### config.mk
export PLATFORM = sky130hd
export DESIGN_NAME = sram_march_bist
export DESIGN_NICKNAME = d
export VERILOG_FILES = /design/src/rtl/sram_bist_pkg.sv /design/src/rtl/sram_bist_addr_gen.sv /design/src/rtl/sram_march_bist.sv
export SDC_FILE = /design/constraint.sdc
export NUM_CORES = 1
export LEC_CHECK = 0
export BUFFER_PORTS_ARGS = -buffer_cell sky130_fd_sc_hd__buf_2
export CORE_UTILIZATION = 39
export CTS_CLUSTER_SIZE = 14
export DETAILED_ROUTE_END_ITERATION = 7
export HOLD_SLACK_MARGIN = 0.12
export PLACE_DENSITY = 0.71
export SYNTH_ARGS = -nofsm -noshare
export SYNTH_HDL_FRONTEND = slang
export SYNTH_SLANG_ARGS = --single-unit
### constraint.sdc
create_clock -name clk -period 2.3 [get_ports clk]
set_input_delay 0.115 -clock clk [delete_from_list [all_inputs] [get_ports clk]]
set_output_delay 0.115 -clock clk [all_outputs]
set_load 0.03 [all_outputs]
### src/rtl/sram_bist_pkg.sv
// Shared types and March C- element tables for the SRAM BIST engine.
package sram_bist_pkg;

    typedef enum logic [1:0] {
        ST_IDLE  = 2'd0,
        ST_RUN   = 2'd1,
        ST_DRAIN = 2'd2,
        ST_DONE  = 2'd3
    } state_t;

    localparam int         NUM_ELEM  = 6;
    localparam logic [2:0] LAST_ELEM = 3'(NUM_ELEM - 1);

    // One March element: direction, one or two ops, op0 may be a read,
    // op1 (when present) is always a write. *_one selects all-ones data.
    typedef struct packed {
        logic down;
        logic two_ops;
        logic op0_rd;
        logic op0_one;
        logic op1_one;
    } elem_t;

    // March C-: E0 up(w0) E1 up(r0,w1) E2 up(r1,w0) E3 dn(r0,w1) E4 dn(r1,w0) E5 up(r0)
    function automatic elem_t elem_info(input logic [2:0] e);
        elem_t r;
        case (e)
            3'd0:    r = '{down: 1'b0, two_ops: 1'b0, op0_rd: 1'b0, op0_one: 1'b0, op1_one: 1'b0};
            3'd1:    r = '{down: 1'b0, two_ops: 1'b1, op0_rd: 1'b1, op0_one: 1'b0, op1_one: 1'b1};
            3'd2:    r = '{down: 1'b0, two_ops: 1'b1, op0_rd: 1'b1, op0_one: 1'b1, op1_one: 1'b0};
            3'd3:    r = '{down: 1'b1, two_ops: 1'b1, op0_rd: 1'b1, op0_one: 1'b0, op1_one: 1'b1};
            3'd4:    r = '{down: 1'b1, two_ops: 1'b1, op0_rd: 1'b1, op0_one: 1'b1, op1_one: 1'b0};
            3'd5:    r = '{down: 1'b0, two_ops: 1'b0, op0_rd: 1'b1, op0_one: 1'b0, op1_one: 1'b0};
            default: r = '{down: 1'b0, two_ops: 1'b0, op0_rd: 1'b0, op0_one: 1'b0, op1_one: 1'b0};
        endcase
        return r;
    endfunction

endpackage

### src/rtl/sram_bist_addr_gen.sv
// Up/down address counter with start-address load and last-address flag.
module sram_bist_addr_gen #(
    parameter int ADDR_W = 8
) (
    input  logic              clk,
    input  logic              rst,
    input  logic              load,
    input  logic              load_down,
    input  logic              step,
    input  logic              down,
    output logic [ADDR_W-1:0] addr,
    output logic              last
);
    localparam logic [ADDR_W-1:0] ONE = ADDR_W'(1);

    // Load selects 0 or N-1 by direction; step moves one word the current way.
    always_ff @(posedge clk) begin
        if (rst)
            addr <= '0;
        else if (load)
            addr <= load_down ? '1 : '0;
        else if (step)
            addr <= down ? addr - ONE : addr + ONE;
    end

    assign last = down ? (addr == '0) : (addr == '1);

endmodule

### src/rtl/sram_march_bist.sv
// March C- BIST engine driving the BIST port of a 1P SRAM macro.
module sram_march_bist
    import sram_bist_pkg::*;
#(
    parameter int ADDR_W = 8,
    parameter int DATA_W = 8,
    parameter int CNT_W  = 16
) (
    input  logic              clk,
    input  logic              rst,
    input  logic              start,
    output logic              busy,
    output logic              done,
    output logic              pass,
    output logic [CNT_W-1:0]  fail_cnt,
    output logic [ADDR_W-1:0] fail_addr,
    output logic [DATA_W-1:0] fail_bits,
    output logic              bist_en,
    output logic              bist_men,
    output logic              bist_wen,
    output logic              bist_ren,
    output logic [ADDR_W-1:0] bist_addr,
    output logic [DATA_W-1:0] bist_din,
    output logic [DATA_W-1:0] bist_bm,
    input  logic [DATA_W-1:0] sram_dout
);
    localparam logic [CNT_W-1:0] CNT_ONE = CNT_W'(1);

    state_t            state, state_nxt;
    logic [2:0]        elem;
    logic              op;
    elem_t             info, info_nxt;
    logic              op_last, cur_rd, cur_one, run, start_run;
    logic              ag_load, ag_load_down, ag_step, ag_last;
    logic [ADDR_W-1:0] ag_addr;
    logic              rd_pend;
    logic [DATA_W-1:0] exp_data;
    logic [ADDR_W-1:0] rd_addr;

    assign info      = elem_info(elem);
    assign info_nxt  = elem_info(elem + 3'd1);
    assign op_last   = op || !info.two_ops;
    assign cur_rd    = !op && info.op0_rd;
    assign cur_one   = op ? info.op1_one : info.op0_one;
    assign run       = (state == ST_RUN);
    assign start_run = start && (state == ST_IDLE || state == ST_DONE);
    assign bist_bm   = '1;

    sram_bist_addr_gen #(.ADDR_W(ADDR_W)) u_addr_gen (
        .clk       (clk),
        .rst       (rst),
        .load      (ag_load),
        .load_down (ag_load_down),
        .step      (ag_step),
        .down      (info.down),
        .addr      (ag_addr),
        .last      (ag_last)
    );

    // State register.
    always_ff @(posedge clk) begin
        if (rst) state <= ST_IDLE;
        else     state <= state_nxt;
    end

    // Next state, address-generator control and BIST port drive.
    always_comb begin
        state_nxt    = state;
        ag_load      = 1'b0;
        ag_load_down = 1'b0;
        ag_step      = 1'b0;
        busy         = 1'b0;
        done         = 1'b0;
        bist_en      = 1'b0;
        bist_men     = 1'b0;
        bist_wen     = 1'b0;
        bist_ren     = 1'b0;
        bist_addr    = '0;
        bist_din     = '0;
        case (state)
            ST_IDLE, ST_DONE: begin
                done = (state == ST_DONE);
                if (start) begin
                    state_nxt = ST_RUN;
                    ag_load   = 1'b1;
                end
            end
            ST_RUN: begin
                busy      = 1'b1;
                bist_en   = 1'b1;
                bist_men  = 1'b1;
                bist_wen  = !cur_rd;
                bist_ren  = cur_rd;
                bist_addr = ag_addr;
                bist_din  = {DATA_W{cur_one}};
                if (op_last) begin
                    if (!ag_last) begin
                        ag_step = 1'b1;
                    end else if (elem == LAST_ELEM) begin
                        state_nxt = ST_DRAIN;
                    end else begin
                        // Next element starts on the following cycle, no bubble.
                        ag_load      = 1'b1;
                        ag_load_down = info_nxt.down;
                    end
                end
            end
            ST_DRAIN: begin
                busy      = 1'b1;
                bist_en   = 1'b1;
                state_nxt = ST_DONE;
            end
            default: state_nxt = ST_IDLE;
        endcase
    end

    // Only a clean run reports pass; output stays low outside DONE.
    always_comb begin
        pass = (state == ST_DONE) && (fail_cnt == '0);
    end

    // Element/op sequencing, read-compare pipeline and failure log.
    always_ff @(posedge clk) begin
        if (rst) begin
            elem      <= '0;
            op        <= 1'b0;
            rd_pend   <= 1'b0;
            exp_data  <= '0;
            rd_addr   <= '0;
            fail_cnt  <= '0;
            fail_addr <= '0;
            fail_bits <= '0;
        end else begin
            // Macro returns read data one cycle later; remember what to expect.
            rd_pend  <= run && cur_rd;
            exp_data <= {DATA_W{cur_one}};
            rd_addr  <= ag_addr;
            if (start_run) begin
                elem      <= '0;
                op        <= 1'b0;
                fail_cnt  <= '0;
                fail_addr <= '0;
                fail_bits <= '0;
            end else begin
                if (rd_pend && (sram_dout != exp_data)) begin
                    if (fail_cnt == '0) begin
                        fail_addr <= rd_addr;
                        fail_bits <= sram_dout ^ exp_data;
                    end
                    if (fail_cnt != '1)
                        fail_cnt <= fail_cnt + CNT_ONE;
                end
                if (run) begin
                    if (!op_last) begin
                        op <= 1'b1;
                    end else begin
                        op <= 1'b0;
                        if (ag_last && elem != LAST_ELEM)
                            elem <= elem + 3'd1;
                    end
                end
            end
        end
    end

endmodule

==> summary.md, run 1 <==
| Metric | Value |
|---|---|
| TritonCTS clock tree | `yes` |
| Mapped Cells | `399` |
| Hold Path Depth | `3` |
| DRC | `0` |
| GRT overflow | `0` |
| GRT Util Overall | `19.0%` |
| Reg-to-reg startpoint | `elem[1]` |
| Share of cells above drive strength 1 | `between 30% and 40%` |
| Layout area overhead | `29.9%` |
| Max IR drop VDD | `0.342 mV` |
| Clk_lat worst skew | `0.31 ns` |
| Starting Density | `about two fifths` |
| Drt via density | `5.32` |
| CP Capture Type | `flop` |
| Setup Viol. Count Final | `0` |
| Clock Tree Buf Depth | `2` |
| Core outline area | `just over 8000 sq um` |
| # nets final | `between 500 and 600` |
| Mean Syn Cell Area | `8.31 sq um` |
| Cell area after synthesis | `3310 sq um` |
| DR iter-0 viols | `180` |
| Number of flops mapped to enable cells by yosys | `0` |
| RSZ-0062 raised after global routing | `true` |
| Cell leakage power | `0.00178 uW` |
| Die width | `between 90 and 100 um` |
| Final hold violations | `0` |
| Post-detail-place hpwl | `6.11 mm` |
| Final min period | `2.27 ns` |
| Worst-path maximum fanout | `6` |
| Slowest CP cell | `dfxtp_4` |
| Outcome | `complete, no violations` |
| Post-synth top area cell | `dfxtp_1` |
| Final Core Density | `52.4%` |
| RR Endpoint | `u_addr_gen.addr[5]` |
| IO Count | `74` |
| Detail Route Antenna Nets | `0` |
| Ys async rst share | `0%` |
| Via count | `around 3.2k` |
| Final Max Slew Viols | `0` |
| CP Cell Sequence | `inv_2 -> ha_4 -> mux2_4 -> mux2i_1 -> a31oi_1 -> mux2_4 -> or3_4 -> a311oi_2` |
| CP required | `about 2.5 ns` |
| Reg2reg path depth | `8` |
| Gpl congestion | `0.910` |
| Final period util | `a little over nine tenths` |
| Routed WL per cell | `14.5 um` |
| CTS clk-pin slew, worst paths | `0.10 ns` |
| FF-to-FF setup slack | `0.03 ns` |
| Slew Limit Headroom | `65.7%` |
| Min-delay worst type | `in2reg` |
| Power per cell area | `around 800 nW/um^2` |
| First-pass GRT wire length | `roughly 14 mm` |
| Most common cell in the netlist | `nor2_1` |
| 1st-pass router iterations | `5` |
| Synth cell types | `53` |
| Most common cell on crit path | `mux2_4` |
| Kind of critical path | `reg2reg` |
| Design Area, Final | `roughly 4300 sq um` |
| Initial antenna violation count | `0` |
| Crit path largest cell delay | `between 0.3 and 0.4 ns` |
| Antenna Cells | `0` |
| Vias in the first global route | `between 2k and 3k` |
| Full die area | `8870 sq um` |
| Startpoint type of the worst setup path | `flop` |
| Fmax | `440 MHz` |
| WL final | `8.65 mm` |
| Cell area after placement | `3890 sq um` |
| Port bufs | `65` |
| Hold wc startpoint | `sram_dout[7]` |
| Synth warnings | `0` |
| Hold Path Sink | `fail_bits[7]` |
| Share of the synthesized area in the top cell type | `33.8%` |
| Total CTS buffers | `5` |
| Clock skew | `0.00768 ns` |
| Arr. time, crit path | `2.49 ns` |
| Root buffer cell | `clkbuf_8` |
| Max-cap viol count | `0` |
| Synth cell count leaders | `60 x nor2_1, 56 x dfxtp_1, 27 x xnor2_1, 19 x nand2_1, 17 x inv_1` |
| Row cnt | `33` |
| Clock sinks | `56` |
| Ys flop type | `dfxtp_1` |
| Worst Tran Pin Value | `0.511 ns` |
| Largest net degree at the start of global routing | `30` |
| Sequential share of the synthesized area | `around 34%` |
| Chip height | `94.2 um` |
| Register bit count reported by yosys | `56` |
| Synth top area cells | `dfxtp_1 34%, xnor2_1 7.1%, nor2_1 6.8%` |
| H-tree Lvls | `2` |
power by group:
group          switching (uW)  total [uW]  internal [uW]
clock                     318         535            217
sequential               80.6        1150           1070
combinational            1080        1740            664
total                    1480        3430           1950
state kept, by name, indices dropped and copies added (netlist names):
| signal | flops |
|---|---|
| exp_data | 1 |
| rd_addr | 8 |
| fail_bits | 8 |
| fail_addr | 8 |
| fail_cnt | 16 |
| op | 1 |
| state | 2 |
| elem | 3 |
| rd_pend | 1 |
| u_addr_gen.addr | 8 |
cells in the final DEF, fill, tap and decap left out, types with 5 or more instances in the layout:
cell      instances
dfxtp_1          53
inv_1            15
buf_2            57
nand2_1          19
nor4_1           13
ha_1             11
mux2i_1          14
o21ai_0          12
o21ai_1           5
a21oi_1          11
clkbuf_8          5
xnor2_1          27
a211oi_1          8
conb_1            8
nand3_1           7
nand4_1           6
nor2_1           57
nor3_1           12
buf_6             8
buf_4            46
and2_1            7
layer usage:
metal / wire length (um) / up-vias / global-route usage [%]
li1: - / 1565 / -
met1: 3720 / 1498 / 23.4
met2: 4380 / 107 / 33.6
met3: 411 / 14 / 2.91
met4: 145 / 0 / 6.03
met5: 0 / - / 0
worst max path at each step:
stage | startpoint | end | slack, ns | cells past startpoint
5_1_grt | elem[1] | u_addr_gen.addr[5] | -0.08 | 8
3_3_place_gp | elem[0] | u_addr_gen.addr[7] | -0.002 | 8
4_1_cts | elem[1] | u_addr_gen.addr[5] | 0.003 | 7
3_5_place_dp | elem[0] | u_addr_gen.addr[7] | -0.11 | 8
6_report | elem[1] | u_addr_gen.addr[5] | 0.03 | 8
2_1_floorplan | elem[0] | u_addr_gen.addr[6] | -0.04 | 11
cell type report:
type | instances | area, sq um
Fill cell | 759 | 3910
Clock inverter | 3 | 21.3
Multi-Input combinational cell | 298 | 2130
Tap cell | 105 | 131
Sequential cell | 56 | 1130
Timing Repair Buffer | 114 | 761
Clock buffer | 5 | 68.8
Inverter | 17 | 63.8
metrics by stage:
| stage | hold slack, ns | cells | setup WS [ns] | TNS (ns) | power [uW] |
|---|---|---|---|---|---|
| global route | 0.135 | 598 | -0.0791 | -0.180 | 3640 |
| global placement | 0.441 | 579 | -0.00189 | -0.00189 | 2660 |
| floorplan | 0.319 | 406 | -0.0443 | -0.0443 | 2260 |
| CTS | 0.120 | 593 | 0.00336 | 0 | 3250 |
| finish | 0.129 | 598 | 0.0269 | 0 | 3430 |
| detailed placement | 0.448 | 579 | -0.112 | -0.380 | 2690 |
cell families (layout without fill, tap and decap cells):
| logic type | after synthesis | after routing | synth area share (%) |
|---|---|---|---|
| other | 1 | 8 | 0.113 |
| multiplexers | 20 | 20 | 6.30 |
| buffers and inverters | 52 | 139 | 8.12 |
| XOR/XNOR | 27 | 27 | 7.13 |
| AO/OA/AOI/OAI | 69 | 69 | 14.2 |
| adder cells (fa/ha/maj) | 15 | 15 | 5.66 |
| AND/OR/NAND/NOR | 159 | 159 | 24.7 |
| flip-flops | 56 | 56 | 33.8 |
what timing repair did:
item                                    CTS  global route
pin swaps                                 3            11
hold endpoints to repair                  2             0
setup buffers                             4             5
resized for setup                        10            54
endpoints found under the setup margin    9            19
hold buffers                              2             0
worst max-delay path: cells and delay by family (launching register included):
| family | cells | cell delay, ns |
|---|---|---|
| compound gates | 2 | 0.48 |
| fa+ha+maj | 1 | 0.16 |
| buf+inv | 1 | 0.06 |
| flops | 1 | 0.39 |
| mux | 3 | 0.77 |
| simple gates | 1 | 0.33 |
(Power assumes the default switching activity.)
==> run 2, diff against run 1 <==
--- a/config.mk
+++ b/config.mk
@@ -9,6 +9,7 @@
 export CORE_UTILIZATION = 39
 export CTS_CLUSTER_SIZE = 14
 export DETAILED_ROUTE_END_ITERATION = 7
+export GPL_TIMING_DRIVEN = 0
 export HOLD_SLACK_MARGIN = 0.12
 export PLACE_DENSITY = 0.71
 export SYNTH_ARGS = -nofsm -noshare
==> run 2 against run 1 <==
  * Register-to-register slack worse by 0.06 ns
  * Clock power up 21%
  * Largest power group unchanged
  * Combinational power about the same
  * Non-clock buffer count up 10
  * Wire length up 9.9%
  * Setup slack worse by 0.087 ns
  * Fmax down 3.7%
  * Sequential share of layout area down 1.1 points
  * Sequential power about the same
  * The flow now finishes with violations (setup timing)
  * Utilization up 2.3 points
  * Total power up 4.3%
==> summary.md, run 2 (same netlist as run 1, synthesis figures left out) <==
| Metric | Value |
|---|---|
| Worst-path maximum fanout | `8 (+2)` |
| GRT overflow | `0 (unchanged)` |
| Clock skew | `0.00451 ns (-0.00316 ns)` |
| Initial antenna violation count | `0 (unchanged)` |
| Max-cap viol count | `0 (unchanged)` |
| Metal2 WL | `4.85 mm (+11%)` |
| WHS | `0.138 ns (+0.00877 ns)` |
| Final period util | `103% (+3.8 points)` |
| Cell area after placement | `3800 sq um (-2.2%)` |
| CP required | `2.18 ns (-0.34 ns)` |
| Final min period | `2.36 ns (+0.0874 ns)` |
| Clk_lat worst skew | `0.31 ns (about the same)` |
| Gpl congestion | `0.898 (-1.3%)` |
| Setup Viol. Count Final | `11 (+11)` |
| Core outline area | `8220 sq um (unchanged)` |
| DRC | `0 (unchanged)` |
| # nets final | `528 (+1.9%)` |
| Max IR drop VDD | `0.264 mV (-23%)` |
| Slew Limit Headroom | `49.7% (-16 points)` |
| Clock Tree Buf Depth | `2 (unchanged)` |
| First-pass GRT wire length | `14.6 mm (+7.4%)` |
| DR iter-0 viols | `288 (+60%)` |
| Final Max Slew Viols | `0 (unchanged)` |
| Startpoint type of the worst setup path | `flop` |
| Area of the multi-input gates | `2240 sq um (+5.3%)` |
| Violated checks | `setup timing` |
| Total power | `3570 uW (+4.3%)` |
| Root buffer cell | `clkbuf_8` |
| Largest register FFs | `16 (unchanged)` |
| IO Count | `74 (unchanged)` |
| Largest net degree at the start of global routing | `17 (-43%)` |
| Design Area, Final | `4500 sq um (+4.4%)` |
| Full die area | `8870 sq um (unchanged)` |
| H-tree Lvls | `2 (unchanged)` |
| Clock sinks | `56 (unchanged)` |
| Die width | `94.2 um (unchanged)` |
| Row cnt | `33 (unchanged)` |
| WL final | `9.51 mm (+9.9%)` |
| Most common cell on crit path | `buf_4` |
| Share of cells above drive strength 1 | `34.8% (+1.3 points)` |
| Chip height | `94.2 um (unchanged)` |
| Worst Tran Pin Value | `0.745 ns (+0.234 ns)` |
| Outcome | `finished, violations left` |
| Most frequent cells in the layout | `58 x buf_2, 56 x nor2_1, 53 x dfxtp_1, 35 x buf_4, 26 x xnor2_1` |
| Most common cell after layout, fill and taps aside | `buf_2` |
| 1st-pass router iterations | `4 (-1)` |
| WP buf/inv | `4 (+3)` |
| Pre-CTS setup slack | `-0.460 ns (-0.348 ns)` |
| Power per cell area | `795 nW/um^2 (-0.16%)` |
| Routed WL per cell | `15.6 um (+8.1%)` |
| CP Cell Sequence | `buf_4 -> buf_4 -> ha_4 -> nor2b_1 -> o21ai_1 -> a21oi_2 -> a21oi_2 -> nor2_4 -> buf_4 -> buf_4` |
| Filler cell count | `708 (-6.7%)` |
| Vias in the first global route | `3080 (+7.7%)` |
| CTS clk-pin slew, worst paths | `0.10 ns (about the same)` |
| Crit path largest cell delay | `0.37 ns (-0.02 ns)` |
| TritonCTS clock tree | `yes` |
| Detail Route Antenna Nets | `0 (unchanged)` |
| Fmax | `424 MHz (-3.7%)` |
| Starting Density | `40.3% (unchanged)` |
| Post-detail-place hpwl | `6.22 mm (+1.8%)` |
| Via count | `3276 (+2.9%)` |
| Arr. time, crit path | `2.25 ns (-0.24 ns)` |
| RSZ-0062 raised after global routing | `true` |
| Port bufs | `64 (-1.5%)` |
| Slowest CP cell | `dfxtp_4` |
| Min-delay worst type | `in2reg` |
| Highest Signal Layer | `met4` |
| Cell leakage power | `0.00184 uW (+3.5%)` |
| Met3 wire len | `537 um (+31%)` |
| Crit path max-delay family | `buffers and inverters` |
| Total CTS buffers | `5 (unchanged)` |
| CP Capture Type | `output port` |
| Antenna Cells | `0 (unchanged)` |
| Setup WS post-layout | `-0.0605 ns (-0.0874 ns)` |
| M1 WL | `3.97 mm (+6.8%)` |
| Kind of critical path | `reg2out` |
| Most flops, register | `fail_cnt` |
| Layout area overhead | `35.7%` |
| Final hold violations | `0 (unchanged)` |
| Storage element area | `1130 sq um (+0.22%)` |
| Drt via density | `5.39 (+1.2%)` |
| Final Core Density | `54.7% (+2.3 points)` |
| GRT Util Overall | `20.6% (+1.6 points)` |
[run 2: cell types whose count changed in the layout (fill, tap and decap cells not counted), moves of 3 or more]
cell           before  now
ha_2                2    5
buf_6               8   11
o21ai_1             5    2
clkbuf_2            0    4
clkbuf_1            0    8
ha_1               11    7
buf_4              46   35
dlygate4sd3_1       2    5
[run 2: final timing paths]
path                     start            endpoint  slack (ns)  cells past startpoint
setup / recovery       elem[1]         bist_din[1]       -0.06                     10
hold / removal    sram_dout[3]        fail_bits[3]        0.14                      3
setup reg to reg       elem[1]  u_addr_gen.addr[6]       -0.03                     11
hold reg to reg     rd_addr[7]        fail_addr[7]        0.48                      2
[run 2: layout make-up]
class / instances / area share, %
clock buffer: 6 / 1.61
timing repair buffer: 89 / 12.4
multi-input combinational: 298 / 49.9
tap: 105 / 2.92
sequential: 56 / 25.2
clock inverter: 2 / 0.779
inverter: 17 / 1.56
buffer: 35 / 5.68
[run 2: per-stage QoR]
stage	cells	TNS [ns]
2_1_floorplan	406	-0.0443
3_3_place_gp	575	-2.45
3_5_place_dp	575	-3.20
4_1_cts	598	-0.0918
5_1_grt	608	-1.69
6_report	608	-0.255
[run 2: repair_timing]
action | in CTS | in global routing
pin swaps | 6 | 14
hold endpoints to repair | 5 | 0
hold buffers | 5 | 0
setup buffers | 10 | 11
endpoints found under the setup margin | 37 | 41
resized for setup | 45 | 53
[run 2: routing by layer]
metal	vias up	global-route usage, %
met5	-	0
met4	0	8.08
met3	17	3.40
met2	134	36.7
met1	1537	24.5
li1	1588	-
[run 2: power by group]
group | internal (uW) | leakage, uW | switching (uW) | total [uW]
Sequential | 1070 | 0.000456 | 112 | 1180
Combinational | 680 | 0.00133 | 1060 | 1740
Clock | 324 | 0.0000552 | 326 | 650
[run 2: tightest hold or removal path, cell delays in order]
cell,delay (ns)
buf_2,0.11
xnor2_1,0.12
a211oi_1,0.06
